$ cat config.mk
export PLATFORM = sky130hd
export DESIGN_NAME = data_unpack_param
export DESIGN_NICKNAME = d
export VERILOG_FILES = /design/src/rtl/data_unpack_param.sv
export SDC_FILE = /design/constraint.sdc
export NUM_CORES = 1
export LEC_CHECK = 0
export ABC_AREA = 1
export ABC_CLOCK_PERIOD_IN_PS = 3200
export BUFFER_PORTS_ARGS = -buffer_cell sky130_fd_sc_hd__clkbuf_2
export CAP_MARGIN = 20
export CORE_UTILIZATION = 55
export DETAILED_ROUTE_END_ITERATION = 16
export PLACE_DENSITY_LB_ADDON = 0.2
export SETUP_SLACK_MARGIN = 0.1
export SLEW_MARGIN = 10
export SYNTH_ARGS = -nofsm -noshare
export SYNTH_HDL_FRONTEND = slang
export SYNTH_SLANG_ARGS = --single-unit
export TNS_END_PERCENT = 100
$ cat constraint.sdc
create_clock -name clk -period 3.2 [get_ports clk]
set_input_delay 0.32 -clock clk [delete_from_list [all_inputs] [get_ports clk]]
set_output_delay 0.32 -clock clk [all_outputs]
set_load 0.1 [all_outputs]
$ cat src/rtl/data_unpack_param.sv
// Stream unpacker: IN_W-bit framed words in, OUT_W-bit values out with back-pressure.
// Define UNPACK_MSB_FIRST_EN to extract values MSB-first (default is LSB-first).
module data_unpack_param #(
    parameter int IN_W  = 32,
    parameter int OUT_W = 7
) (
    input  logic             clk,
    input  logic             rst_n,
    output logic             ready_out,
    input  logic             valid_in,
    input  logic [IN_W-1:0]  data_in,
    input  logic             sop_in,
    input  logic             eop_in,
    input  logic             ready_in,
    output logic             valid_out,
    output logic [OUT_W-1:0] data_out,
    output logic             sop_out,
    output logic             eop_out,
    output logic             err_out
);

    localparam int BUF_W = IN_W + OUT_W - 1;
    localparam int FW    = $clog2(BUF_W + 1);

    localparam logic [0:0] S_IDLE = 1'b0;
    localparam logic [0:0] S_PKT  = 1'b1;

    localparam logic [OUT_W-1:0] ONES  = '1;
    localparam logic [FW-1:0]    OUT_F = FW'(OUT_W);
    localparam logic [FW-1:0]    IN_F  = FW'(IN_W);

    logic [0:0]       state_q, state_d;
    logic [BUF_W-1:0] buf_q, buf_d;
    logic [FW-1:0]    fill_q, fill_d;
    logic             sop_pend_q, sop_pend_d;
    logic             eop_pend_q, eop_pend_d;
    logic             err_q, err_d;

    logic             last, pop, last_pop, accept, abort;
    logic [BUF_W-1:0] buf_p, load_word, app_word;
    logic [FW-1:0]    fill_p;
    logic [FW:0]      need;
    logic [OUT_W-1:0] head, keep;

    always_comb begin
        valid_out = (fill_q >= OUT_F) || (eop_pend_q && fill_q != '0);
        last      = eop_pend_q && (fill_q <= OUT_F);
        pop       = valid_out && ready_in;
        last_pop  = pop && last;
        fill_p    = (pop && !last) ? fill_q - OUT_F : fill_q;
        need      = {1'b0, fill_p} + (FW+1)'(IN_W);

`ifdef UNPACK_MSB_FIRST_EN
        // Valid bits sit at the top of the buffer; padding lands in the LSBs.
        head      = buf_q[BUF_W-1 -: OUT_W];
        keep      = ~(ONES >> fill_q);
        buf_p     = buf_q << OUT_W;
        load_word = BUF_W'(data_in) << (BUF_W - IN_W);
        app_word  = load_word >> fill_p;
`else
        head      = buf_q[OUT_W-1:0];
        keep      = ~(ONES << fill_q);
        buf_p     = buf_q >> OUT_W;
        load_word = BUF_W'(data_in);
        app_word  = load_word << fill_p;
`endif

        data_out = last ? (head & keep) : head;
        sop_out  = sop_pend_q && valid_out;
        eop_out  = valid_out && last;
        err_out  = err_q;

        if (state_q == S_IDLE) begin
            ready_out = 1'b1;
        end else if (eop_pend_q) begin
            ready_out = last_pop;
        end else begin
            ready_out = (need <= (FW+1)'(BUF_W));
        end

        accept = valid_in && ready_out;
        abort  = (state_q == S_PKT) && !eop_pend_q;
    end

    always_comb begin
        state_d    = state_q;
        buf_d      = buf_q;
        fill_d     = fill_q;
        sop_pend_d = sop_pend_q;
        eop_pend_d = eop_pend_q;
        err_d      = 1'b0;

        if (last_pop) begin
            buf_d      = '0;
            fill_d     = '0;
            sop_pend_d = 1'b0;
            eop_pend_d = 1'b0;
            state_d    = S_IDLE;
        end else if (pop) begin
            buf_d      = buf_p;
            fill_d     = fill_p;
            sop_pend_d = 1'b0;
        end

        if (accept) begin
            if (sop_in) begin
                // A sop word always restarts at fill 0, dropping any residue.
                buf_d      = load_word;
                fill_d     = IN_F;
                sop_pend_d = 1'b1;
                eop_pend_d = eop_in;
                state_d    = S_PKT;
                err_d      = abort;
            end else if (abort) begin
                buf_d      = buf_d | app_word;
                fill_d     = fill_p + IN_F;
                eop_pend_d = eop_in;
            end
        end
    end

    always_ff @(posedge clk or negedge rst_n) begin
        if (!rst_n) begin
            state_q    <= S_IDLE;
            buf_q      <= '0;
            fill_q     <= '0;
            sop_pend_q <= 1'b0;
            eop_pend_q <= 1'b0;
            err_q      <= 1'b0;
        end else begin
            state_q    <= state_d;
            buf_q      <= buf_d;
            fill_q     <= fill_d;
            sop_pend_q <= sop_pend_d;
            eop_pend_q <= eop_pend_d;
            err_q      <= err_d;
        end
    end

endmodule
==> reports/results.txt <==
fmax - 0.335 GHz
Clk Latency, worst-skew pair - 0.32 ns
H-tree Lvls - 2
DRC violations left - 0
Rows - 33
Netlist Area Pre-Place - 4720 µm²
fillcell total - 816
fin nets - 882
reg-to-reg slack, setup - 0.21 ns
Placeable Area - 8260 µm²
Avg WL per Cell - 19.4 µm
Via density - 6.24
Sink Count - 48
die area - 8950 µm²
first-pass GRT wire length - 27800 µm
DRT antenna net count - 0
multi-input logic area - 3000 µm²
Yosys cell types - 37
n_diodes - 0
hpwl dp - 13600 µm
worst setup skew after layout - 0.0193 ns
TritonCTS buffer count - 5
number of synthesized flops with an enable pin - 0
Max Root-Sink Buffers - 2
endpoints failing hold - 0
GP Congestion - 1.07
post-synthesis sequential area ratio - 25.5%
commonest non-fill, non-tap cell in the layout - nand2_1
FF/Latch Area - 1200 µm²
GRT Residual Overflow - 0
number of global-route vias before repair - 5186
setup TNS - 0 ns
critical path type - flip-flop to flip-flop
Die Y - 94.6 µm
Crit Path Max Fanout - 14
Worst-path clk slew - 0.10 ns
outcome - completed
post-synth net total - 842
Final Max Tran Viols - 0
Final min period - 2.99 ns
CP arrival - 3.18 ns
post-route insts no fill - 948
layout cell share with drive strength beyond 1 - 14.4%
CTS Hold Bufs - 0
Ys Warns - 0
WL final - 18300 µm
PortBufs - 49
synthesis-to-finish area growth - 11.9%
Worst Path Required - 3.39 ns
clock root cell - clkbuf_8
most frequent cells in the layout - 252 x nand2_1, 206 x nand3_1, 72 x inv_1
Avg Cell Area, Syn - 5.88 µm²
Startpoint Class - flip-flop
Tot GR Track Use - 41.6%
unrepaired setup endpoints after global routing - true
MaxCap Viol Count - 0
placed cells - 935
Initial Util - 57.1%
Primary FF master, synth - dfrtp_1
Setup crit end kind - flip-flop
Syn Inst Count - 802
Chip Width - 94.6 µm
initial antenna violation count - 0
flops & latches, synth - 48
ratio of final minimum period to clock period - 93.4%
Slew HR - 40.3%
setup violators final - 0
boundary pin count - 50
type of the tightest min-delay check - primary input to asynchronous set/reset pin
pin count of the biggest net entering global routing - 43
ys async rst share - 100%
CTS tree - yes
Least-Margin Pin Slew - 0.896 ns
routed vias - 5917
Starting DRT DRC Count - 841
DRT Pass-1 Iters - 6
==> final timing paths <==
check                                        to  cells past startpoint            startpoint
setup / recovery            buf_q[28]$_DFF_PN0_                     16   fill_q[0]$_DFF_PN0_
hold / removal              fill_q[0]$_DFF_PN0_                      1                 rst_n
setup reg to reg            buf_q[28]$_DFF_PN0_                     16   fill_q[0]$_DFF_PN0_
hold reg to reg            sop_pend_q$_DFF_PN0_                      2  sop_pend_q$_DFF_PN0_
max in group asynchronous   buf_q[34]$_DFF_PN0_                      2                 rst_n
min in group clk           eop_pend_q$_DFF_PN0_                      3                eop_in
==> metrics by stage <==
step	util (%)	cell area (µm²)	setup WS, ns	hold WS, ns
finish	63.9	5280	0.212	0.114
global route	63.9	5280	0.0600	0.175
CTS	62.7	5180	0.149	0.133
detailed placement	61.5	5080	0.166	0.468
global placement	61.5	5080	0.236	0.477
floorplan	-	4720	0.331	0.0244
==> critical path, stage by stage (launching register included) <==
cell	delay (ns)
dfrtp_1	0.45
ha_1	0.26
nand2_2	0.09
nand2_2	0.08
nor2_2	0.13
nand2_4	0.09
nand3_4	0.12
buf_6	0.20
nand2_2	0.14
o21ai_4	0.18
buf_6	0.19
nand3_1	0.10
nand3_1	0.13
nand3_1	0.11
o21a_1	0.17
o211ai_1	0.34
nand2_1	0.09
==> cell families after synthesis <==
kind of cell	Yosys count	share of synthesized area, %
buffers and inverters	128	11.6
xor gates and xnor gates	2	0.531
adders and majority gates	2	0.531
AOI/OAI and AO/OA	93	11.1
and+or+nand+nor	529	50.8
DFF	48	25.5
==> timing repair <==
action	in CTS	in global routing
buffers inserted	0	4
gates resized for setup	0	17
setup endpoints to repair	0	32
endpoints found under the hold margin	0	0
==> final cells by class <==
cell class | count | share of cell area (%)
inverter | 82 | 5.83
clock buffer | 7 | 1.64
timing repair buffer | 78 | 10.2
multi-input combinational | 627 | 56.9
clock inverter | 1 | 0.142
tap | 105 | 2.49
sequential | 48 | 22.8
==> sequential cells by signal, summed over array words and instances, names as in the netlist <==
signal	cells
buf_q	38
eop_pend_q	1
err_out	1
fill_q	6
sop_pend_q	1
state_q	1
==> per-layer routing <==
metal / routed length [µm] / global-route usage (%) / vias to the layer above
li1: - / - / 2734
met1: 7460 / 59.7 / 2675
met2: 7520 / 61.2 / 443
met3: 2590 / 10.1 / 65
met4: 780 / 12.5 / 0
met5: 0 / 0 / -
==> synthesized netlist by cell type, types with 2 or more instances <==
cell type,number,area (µm²)
a21oi_1,14,70.1
a22oi_1,2,15.0
and2_1,2,12.5
buf_1,6,22.5
buf_2,19,95.1
buf_4,9,67.6
clkbuf_1,11,41.3
clkinv_1,2,7.51
dfrtp_1,48,1200
ha_1,2,25.0
inv_1,72,270
inv_2,8,30.0
nand2_1,254,953
nand2_2,7,43.8
nand2_4,2,22.5
nand3_1,206,1030
nand3_4,3,52.6
nand4_1,8,50.1
nor2_1,32,120
nor2_2,3,18.8
nor2_4,2,22.5
nor3_1,6,30.0
o211ai_1,8,60.1
o21a_1,3,22.5
o21ai_0,26,130
o21ai_1,21,105
o22ai_1,16,100
Power is left out: the tool's default activity adds up to more than one toggle a clock period on the data nets, which glitch-free logic cannot reach.
